--- src/rtl/bin_to_bcd_seq_if.sv ---
// bin_to_bcd_seq_if: valid/ready request and result bundle for bin_to_bcd_seq
interface bin_to_bcd_seq_if #(parameter int WIDTH = 16, parameter int DIGITS = 5);
  logic                  in_valid;
  logic                  in_ready;
  logic [WIDTH-1:0]      bin_in;
  logic                  out_valid;
  logic                  out_ready;
  logic [4*DIGITS-1:0]   bcd_out;
  logic                  neg;
  modport master (output in_valid, bin_in, out_ready, input in_ready, out_valid, bcd_out, neg);
  modport slave  (input in_valid, bin_in, out_ready, output in_ready, out_valid, bcd_out, neg);
endinterface

--- src/rtl/bin_to_bcd_seq.sv ---
// bin_to_bcd_seq: sequential double-dabble binary to BCD converter, one bit per clock.
// Define BIN_TO_BCD_SIGNED_EN to treat bin_in as two's complement and report the sign on neg.
module bin_to_bcd_seq #(
  parameter int WIDTH  = 16,
  parameter int DIGITS = 5
) (
  input logic               clk,
  input logic               rst_n,
  bin_to_bcd_seq_if.slave   bus
);
  localparam int CW = $clog2(WIDTH + 1);
  typedef enum logic [1:0] {IDLE, SHIFT, DONE} state_t;
  state_t              state, state_nx;
  logic [4*DIGITS-1:0] acc, adj, acc_nx, bcd_r;
  logic [WIDTH-1:0]    opnd, mag;
  logic [CW-1:0]       cnt;
  logic                accept, last;
  assign accept = state == IDLE && bus.in_valid;
  assign last   = state == SHIFT && cnt == CW'(1);
  always_ff @(posedge clk or negedge rst_n)
    if (!rst_n) state <= IDLE;
    else state <= state_nx;
  always_comb begin
    state_nx = state;
    case (state)
      IDLE:    state_nx = bus.in_valid ? SHIFT : IDLE;
      SHIFT:   state_nx = cnt == CW'(1) ? DONE : SHIFT;
      DONE:    state_nx = bus.out_ready ? IDLE : DONE;
      default: state_nx = IDLE;
    endcase
  end
  always_comb begin
    bus.in_ready  = state == IDLE;
    bus.out_valid = state == DONE;
  end
  always_comb begin
    adj = acc;
    for (int i = 0; i < DIGITS; i++)
      adj[4*i +: 4] = acc[4*i +: 4] >= 4'd5 ? acc[4*i +: 4] + 4'd3 : acc[4*i +: 4];
  end
  assign acc_nx = {adj[4*DIGITS-2:0], opnd[WIDTH-1]};
  // Working accumulator stays internal; bcd_r only updates on the final shift.
  always_ff @(posedge clk or negedge rst_n)
    if (!rst_n) begin
      acc   <= '0;
      opnd  <= '0;
      cnt   <= '0;
      bcd_r <= '0;
    end else if (accept) begin
      acc  <= '0;
      opnd <= mag;
      cnt  <= CW'(WIDTH);
    end else if (state == SHIFT) begin
      acc  <= acc_nx;
      opnd <= opnd << 1;
      cnt  <= cnt - CW'(1);
      if (last) bcd_r <= acc_nx;
    end
  assign bus.bcd_out = bcd_r;
`ifdef BIN_TO_BCD_SIGNED_EN
  logic neg_p, neg_r;
  assign mag = bus.bin_in[WIDTH-1] ? WIDTH'(0) - bus.bin_in : bus.bin_in;
  always_ff @(posedge clk or negedge rst_n)
    if (!rst_n) begin
      neg_p <= 1'b0;
      neg_r <= 1'b0;
    end else if (accept) neg_p <= bus.bin_in[WIDTH-1];
    else if (last) neg_r <= neg_p;
  assign bus.neg = neg_r;
`else
  assign mag     = bus.bin_in;
  assign bus.neg = 1'b0;
`endif
endmodule

--- src/flat_wrapper.sv ---
// flat-port wrapper written by rule: the top's interface ports become plain ports
module bin_to_bcd_seq_flat 
#(
  parameter int WIDTH  = 16,
  parameter int DIGITS = 5
)
  (clk, rst_n, bus_in_valid, bus_bin_in, bus_out_ready, bus_in_ready, bus_out_valid, bus_bcd_out, bus_neg);
  bin_to_bcd_seq_if #(.WIDTH(WIDTH), .DIGITS(DIGITS)) bus_i ();
  input logic clk;
  input logic rst_n;
  input wire logic [$bits(bus_i.in_valid)-1:0] bus_in_valid;
  input wire logic [$bits(bus_i.bin_in)-1:0] bus_bin_in;
  input wire logic [$bits(bus_i.out_ready)-1:0] bus_out_ready;
  output wire logic [$bits(bus_i.in_ready)-1:0] bus_in_ready;
  output wire logic [$bits(bus_i.out_valid)-1:0] bus_out_valid;
  output wire logic [$bits(bus_i.bcd_out)-1:0] bus_bcd_out;
  output wire logic [$bits(bus_i.neg)-1:0] bus_neg;
  assign bus_i.in_valid = bus_in_valid;
  assign bus_i.bin_in = bus_bin_in;
  assign bus_i.out_ready = bus_out_ready;
  assign bus_in_ready = bus_i.in_ready;
  assign bus_out_valid = bus_i.out_valid;
  assign bus_bcd_out = bus_i.bcd_out;
  assign bus_neg = bus_i.neg;
  bin_to_bcd_seq #(.WIDTH(WIDTH), .DIGITS(DIGITS)) u_core (.clk(clk), .rst_n(rst_n), .bus(bus_i));
endmodule
--- config.mk ---
export PLATFORM = sky130hd
export DESIGN_NAME = bin_to_bcd_seq_flat
export DESIGN_NICKNAME = d
export VERILOG_FILES = /design/src/rtl/bin_to_bcd_seq_if.sv /design/src/rtl/bin_to_bcd_seq.sv /design/src/flat_wrapper.sv
export SDC_FILE = /design/constraint.sdc
export NUM_CORES = 1
export LEC_CHECK = 0
export CAP_MARGIN = 0
export CORE_MARGIN = 2
export CORE_UTILIZATION = 50
export DETAILED_ROUTE_END_ITERATION = 8
export GPL_TIMING_DRIVEN = 0
export HOLD_SLACK_MARGIN = 0.03
export PLACE_DENSITY = 0.82
export SYNTH_ARGS = -nofsm -noshare
export SYNTH_HDL_FRONTEND = slang
export SYNTH_SLANG_ARGS = --single-unit
--- constraint.sdc ---
create_clock -name clk -period 2.13 [get_ports clk]
set_clock_uncertainty 0.05 [all_clocks]
set_input_delay 0.426 -clock clk [delete_from_list [all_inputs] [get_ports clk]]
set_output_delay 0.426 -clock clk [all_outputs]
set_load 0.03 [all_outputs]
# ---- Word level (Yosys, flattened, before mapping)
# Cells that the tools add are included.
dict set report totals {
  reg_bits 63
  latch_bits 0
  mem_bits_rw 0
  romBits 0
  input_bits 20
  output_inout_bits 23
  elab_cells 40
  memories 0
}
dict set report op_classes {
  add_sub_neg 6
  n_mul 0
  div 0
  magnitude_cmp 5
  eq_ne 3
  shift 0
  n_mux 15
  bitwise 1
  reduce_logical 5
}
# cell n
set op_table {}
lappend op_table {{$mux W20} 2}
lappend op_table {{$mux W16} 2}
lappend op_table {{$ge A4 B3 Y1 const B} 5}
lappend op_table {{$add A4 B2 Y4 const B} 4}
lappend op_table {{$mux W4} 4}
lappend op_table {{$mux W5} 2}
lappend op_table {{$pmux W2 S3} 1}
lappend op_table {{$eq A5 B1 Y1 const B} 1}
lappend op_table {{$sub A5 B1 Y5 const B} 1}
lappend op_table {{$mux W2} 2}
lappend op_table {{$add A3 B2 Y3 const B} 1}
lappend op_table {{$mux W3} 1}
lappend op_table {{$reduce_and A3 Y1} 1}
lappend op_table {{$eq A2 B1 Y1 const B} 1}
lappend op_table {{$eq A2 B2 Y1 const B} 1}
lappend op_table {{$logic_and A1 B1 Y1} 2}
lappend op_table {{$logic_not A2 Y1} 1}
lappend op_table {{$reduce_bool A2 Y1} 1}
lappend op_table {{$mux W1} 1}
lappend op_table {{$not A1 Y1} 1}

# ---- Logic depth before layout (Yosys ltp)
dict set report logic_depth {
  word_depth 4
  mapped_depth 6
}

# ---- Worst setup path before layout
# Ideal clock, no wire load.
dict set report synth_timing {
  path_kind {register -> output}
  from {reg u_core.state[1]}
  to {out bus_in_ready}
  arrival_time_ps 1120
  path_slack_ps 534
  stages_incl_launch_ff 4
  n_path_buf 2
  path_cell_list {dfrtp_1 buf_6 clkbuf_1 nor2_1}
}
dict set report synth_via {
  elab_chain_len 1
}
# item line_no
set synth_rtl {}
lappend synth_rtl {{from (decl)} bin_to_bcd_seq.sv:13} ;# state_t state, state_nx;
lappend synth_rtl {{from (signal assigned)} bin_to_bcd_seq.sv:22} ;# else state <= state_nx;
lappend synth_rtl {{$logic_not A2 Y1} bin_to_bcd_seq.sv:33} ;# bus.in_ready = state == IDLE;
lappend synth_rtl {{to (decl)} flat_wrapper.sv:14} ;# output wire logic [$bits(bus_i.in_ready)-1:0] bus_in_ready;
# Every way passes these cells.

# ---- Final worst setup path
dict set report layout_timing {
  from {reg u_core.state[0]}
  to {out bus_out_valid}
}
dict set report layout_via {
  elab_chain_len 1
}
# item line_no
set layout_rtl {}
lappend layout_rtl {{$eq A2 B2 Y1} bin_to_bcd_seq.sv:34} ;# bus.out_valid = state == DONE;
lappend layout_rtl {{to (decl)} flat_wrapper.sv:15} ;# output wire logic [$bits(bus_i.out_valid)-1:0] bus_out_valid;
# Every way passes these cells.

==> results.md <==
- Post-layout min period: between 2 and 2.5 ns
- Seq pwr share: a little over a third
- Cell internal pwr: 3740 uW
- Tightest Pin Transition: 0.672 ns
- GRT Overall Usage: between 20% and 30%
- F_max: 500 MHz
- RSZ-0062 raised after global routing: false
- Initial antenna violation count: 0
- Status: completed
- Post-synthesis instance total: between 300 and 400
- Post-CTS Hold Buffers: 0
- Peak supply drop: ~0.8 mV
- CP endpoint kind: primary output
- Critical Path RT: about 1.7 ns
- Port bufs: 41
- First-pass GRT wire length: between 10000 and 15000 um
- WL/cell: 15.0 um
- Syn nets: ~350
- Number of synthesized flops with an enable pin: 0
- Period Utilization, post-route: between 90% and 100%
- Clk Latency, worst-skew pair: 0.35 ns
- CP Launch Type: flip-flop
- Clock power share: between 10% and 20%
- Layout Nets: between 400 and 500
- Final Hold Vio Count: 0
- H-tree levels: 3
- CTS tree: done
- Vias in the first global route: around 2400
- Total global routing overflow: 0
- Clk root buf: clkbuf_8
- Core area: roughly 6000 um^2
- Flop and latch count out of synthesis: 63
- Most used DFF post-synth: dfrtp_1
- Row cnt: 28
- Avg Synthesized Cell Area: ~9.9 um^2
- Die area: a little under 7000 um^2
- Fin. max-slew vios: 0
- Yosys warns: 0
- Number of buffers created by CTS: 9
- Postcts setup bufs: 0
- Final core utilization: between 60 and 70%
- Initial DRT Pass Iterations: 4
- Leakage: between 0.0015 and 0.002 uW
- WL final: 6750 um
- Residual DRC: 0
- Hold Crit Class: in -> async
- Final setup fails: 0
- Starting Density: 52.3%
- Global-route layer with the greatest usage: met2
- TritonCTS Sinks: between 60 and 70
- CP Max Fanout: 10
- GR Util met2: between 30% and 40%
- Sequential share of the synthesized area: about half
- Cell Area, Synth: approximately 3100 um^2
- Slew headroom: a little under three fifths
- Area grow syn2layout: 23.6%
- Inserted Diodes: 0
- Max_cap viols: 0
- Synth unique cells: 30
- Ports: 43
- Die width: 83.1 um
- Met3 Use GR: under 10%
- Bufs on Longest Clock Path: 2
- Post-synth ARST share: 100%
- Gate power share: between 40% and 50%
- Fin worst setup slack: about 0.13 ns
- GR Util met1: a little over a quarter
- Vias after detailed routing: approximately 2500
- Via/cell ratio: around 5.5
- Setup slack at placement: 0.0747 ns
- Post-route ant nets: 0
- Dpl cell area: ~3600 um^2
- Crit path DAT: 1.53 ns
- Starting DRT DRC Count: about 160
- Pin count of the biggest net entering global routing: 36
- Fin area: between 3000 and 4000 um^2
- Power Dens Cells: about 1600 nW/um^2
- Gpl congestion: approximately 0.74
- Clk pin slew, worst setup/hold paths: 0.07 ns
- Die height: 83.1 um
- Layout cell share with drive strength beyond 1: 12.5%
- Switching Power: between 2000 and 3000 uW
- Switching Share: ~40%
- Crit Path Class: reg -> out
- DPL Wire Length: around 4600 um
[cell type report]
type                       instances  area [um^2]
timing repair buffer              42          419
clock inverter                     3         65.1
multi-input combinational        221         1400
fill                             519         2120
buffer                            18         98.8
tap                               75         93.8
sequential                        63         1580
clock buffer                      13          159
inverter                          15         56.3
[metrics by stage]
step,hold WS (ns),TNS (ns),cells,power [uW]
floorplan,0.0804,0,317,4190
global placement,0.411,-90.14,433,4970
detailed placement,0.420,0,434,5130
CTS,0.0717,0,450,6330
global route,0.112,0,450,6770
finish,0.0569,0,450,6280
[kinds of logic (layout without fill, tap and decap cells)]
group           after synthesis  in the layout  synth area share [%]
flops                        63             63                  50.4
simple gates                 87             87                  15.5
buf+inv                      33             91                  4.88
compound gates              104            104                  18.6
fa+ha+maj                    12             12                  4.80
mux                          11             11                  4.08
xor+xnor                      6              6                  1.68
other cells                   1              1                 0.120
[power groups by stage]
stage / clock (uW) / sequential, uW / combinational (uW)
after CTS: 1200 / 2190 / 2940
after global placement: 0 / 2170 / 2800
after floorplan: 0 / 2410 / 1780
after global routing: 1250 / 2270 / 3250
after detailed placement: 0 / 2210 / 2920
final: 1180 / 2190 / 2910
[critical path, cell delays in order, from the launching register on]
cell and delay (ns):
dfrtp_1 0.39, buf_2 0.18, nand2b_1 0.17, inv_1 0.05, dlygate4sd2_1 0.39
[timing repair]
| item | 4_1_cts | 5_1_grt |
|---|---|---|
| endpoints found under the hold margin | 0 | 0 |
| resized for setup | 4 | 2 |
| setup endpoints to repair | 2 | 1 |
| pin swaps | 0 | 0 |
[cells in the mapped netlist (all sizes together) (2+ instances only)]
cell type	number	area, um^2
dfrtp	63	1580
o21ai	53	265
nand2	34	128
a21oi	29	145
nor2b	16	100
a22oi	15	113
inv	15	56.3
buf	14	81.3
ha	12	150
mux2	11	128
nand3	9	45.0
nor3b	9	67.6
nand2b	8	50.1
xnor2	6	52.6
a22o	5	43.8
nor3	5	25.0
clkbuf	4	15.0
nand4	2	27.5
nor2	2	10.0
[routing by layer]
layer | wire length (um) | part of all wire, %
met4 | 40 | 0.59
met3 | 287 | 4.3
met1 | 3080 | 46
met2 | 3340 | 50
met5 | 0 | 0
[state kept, by name, indices dropped and copies added, names as in the netlist]
register,cells
u_core.opnd,16
u_core.bus.bcd_out,20
u_core.state,2
u_core.cnt,5
u_core.acc,20
[path summary, 6_finish.rpt]
check | endpoint | cells after the start | slack, ns | start
worst max-delay path | bus_out_valid | 4 | 0.13 | u_core.state[0]
worst min-delay path | u_core.acc[15] | 1 | 0.06 | rst_n
min in group clk | u_core.bus.bcd_out[15] | 2 | 0.43 | u_core.bus.bcd_out[15]
max in group asynchronous | u_core.bus.bcd_out[1] | 2 | 1.35 | rst_n
worst min register to register | u_core.bus.bcd_out[15] | 2 | 0.43 | u_core.bus.bcd_out[15]
worst max register to register | u_core.bus.bcd_out[10] | 6 | 0.37 | u_core.acc[8]
[layout by cell type, fill, tap and decap left out, drive strengths merged, types with 2 or more instances in the layout]
| master | count |
|---|---|
| a21oi | 29 |
| a22o | 5 |
| a22oi | 15 |
| buf | 16 |
| bufinv | 2 |
| clkbuf | 18 |
| clkdlybuf4s50 | 38 |
| dfrtp | 63 |
| ha | 12 |
| inv | 15 |
| mux2 | 11 |
| nand2 | 34 |
| nand2b | 8 |
| nand3 | 9 |
| nand4 | 2 |
| nor2 | 2 |
| nor2b | 16 |
| nor3 | 5 |
| nor3b | 9 |
| o21ai | 53 |
| xnor2 | 6 |
No activity file was read; power rests on OpenSTA's default activity.
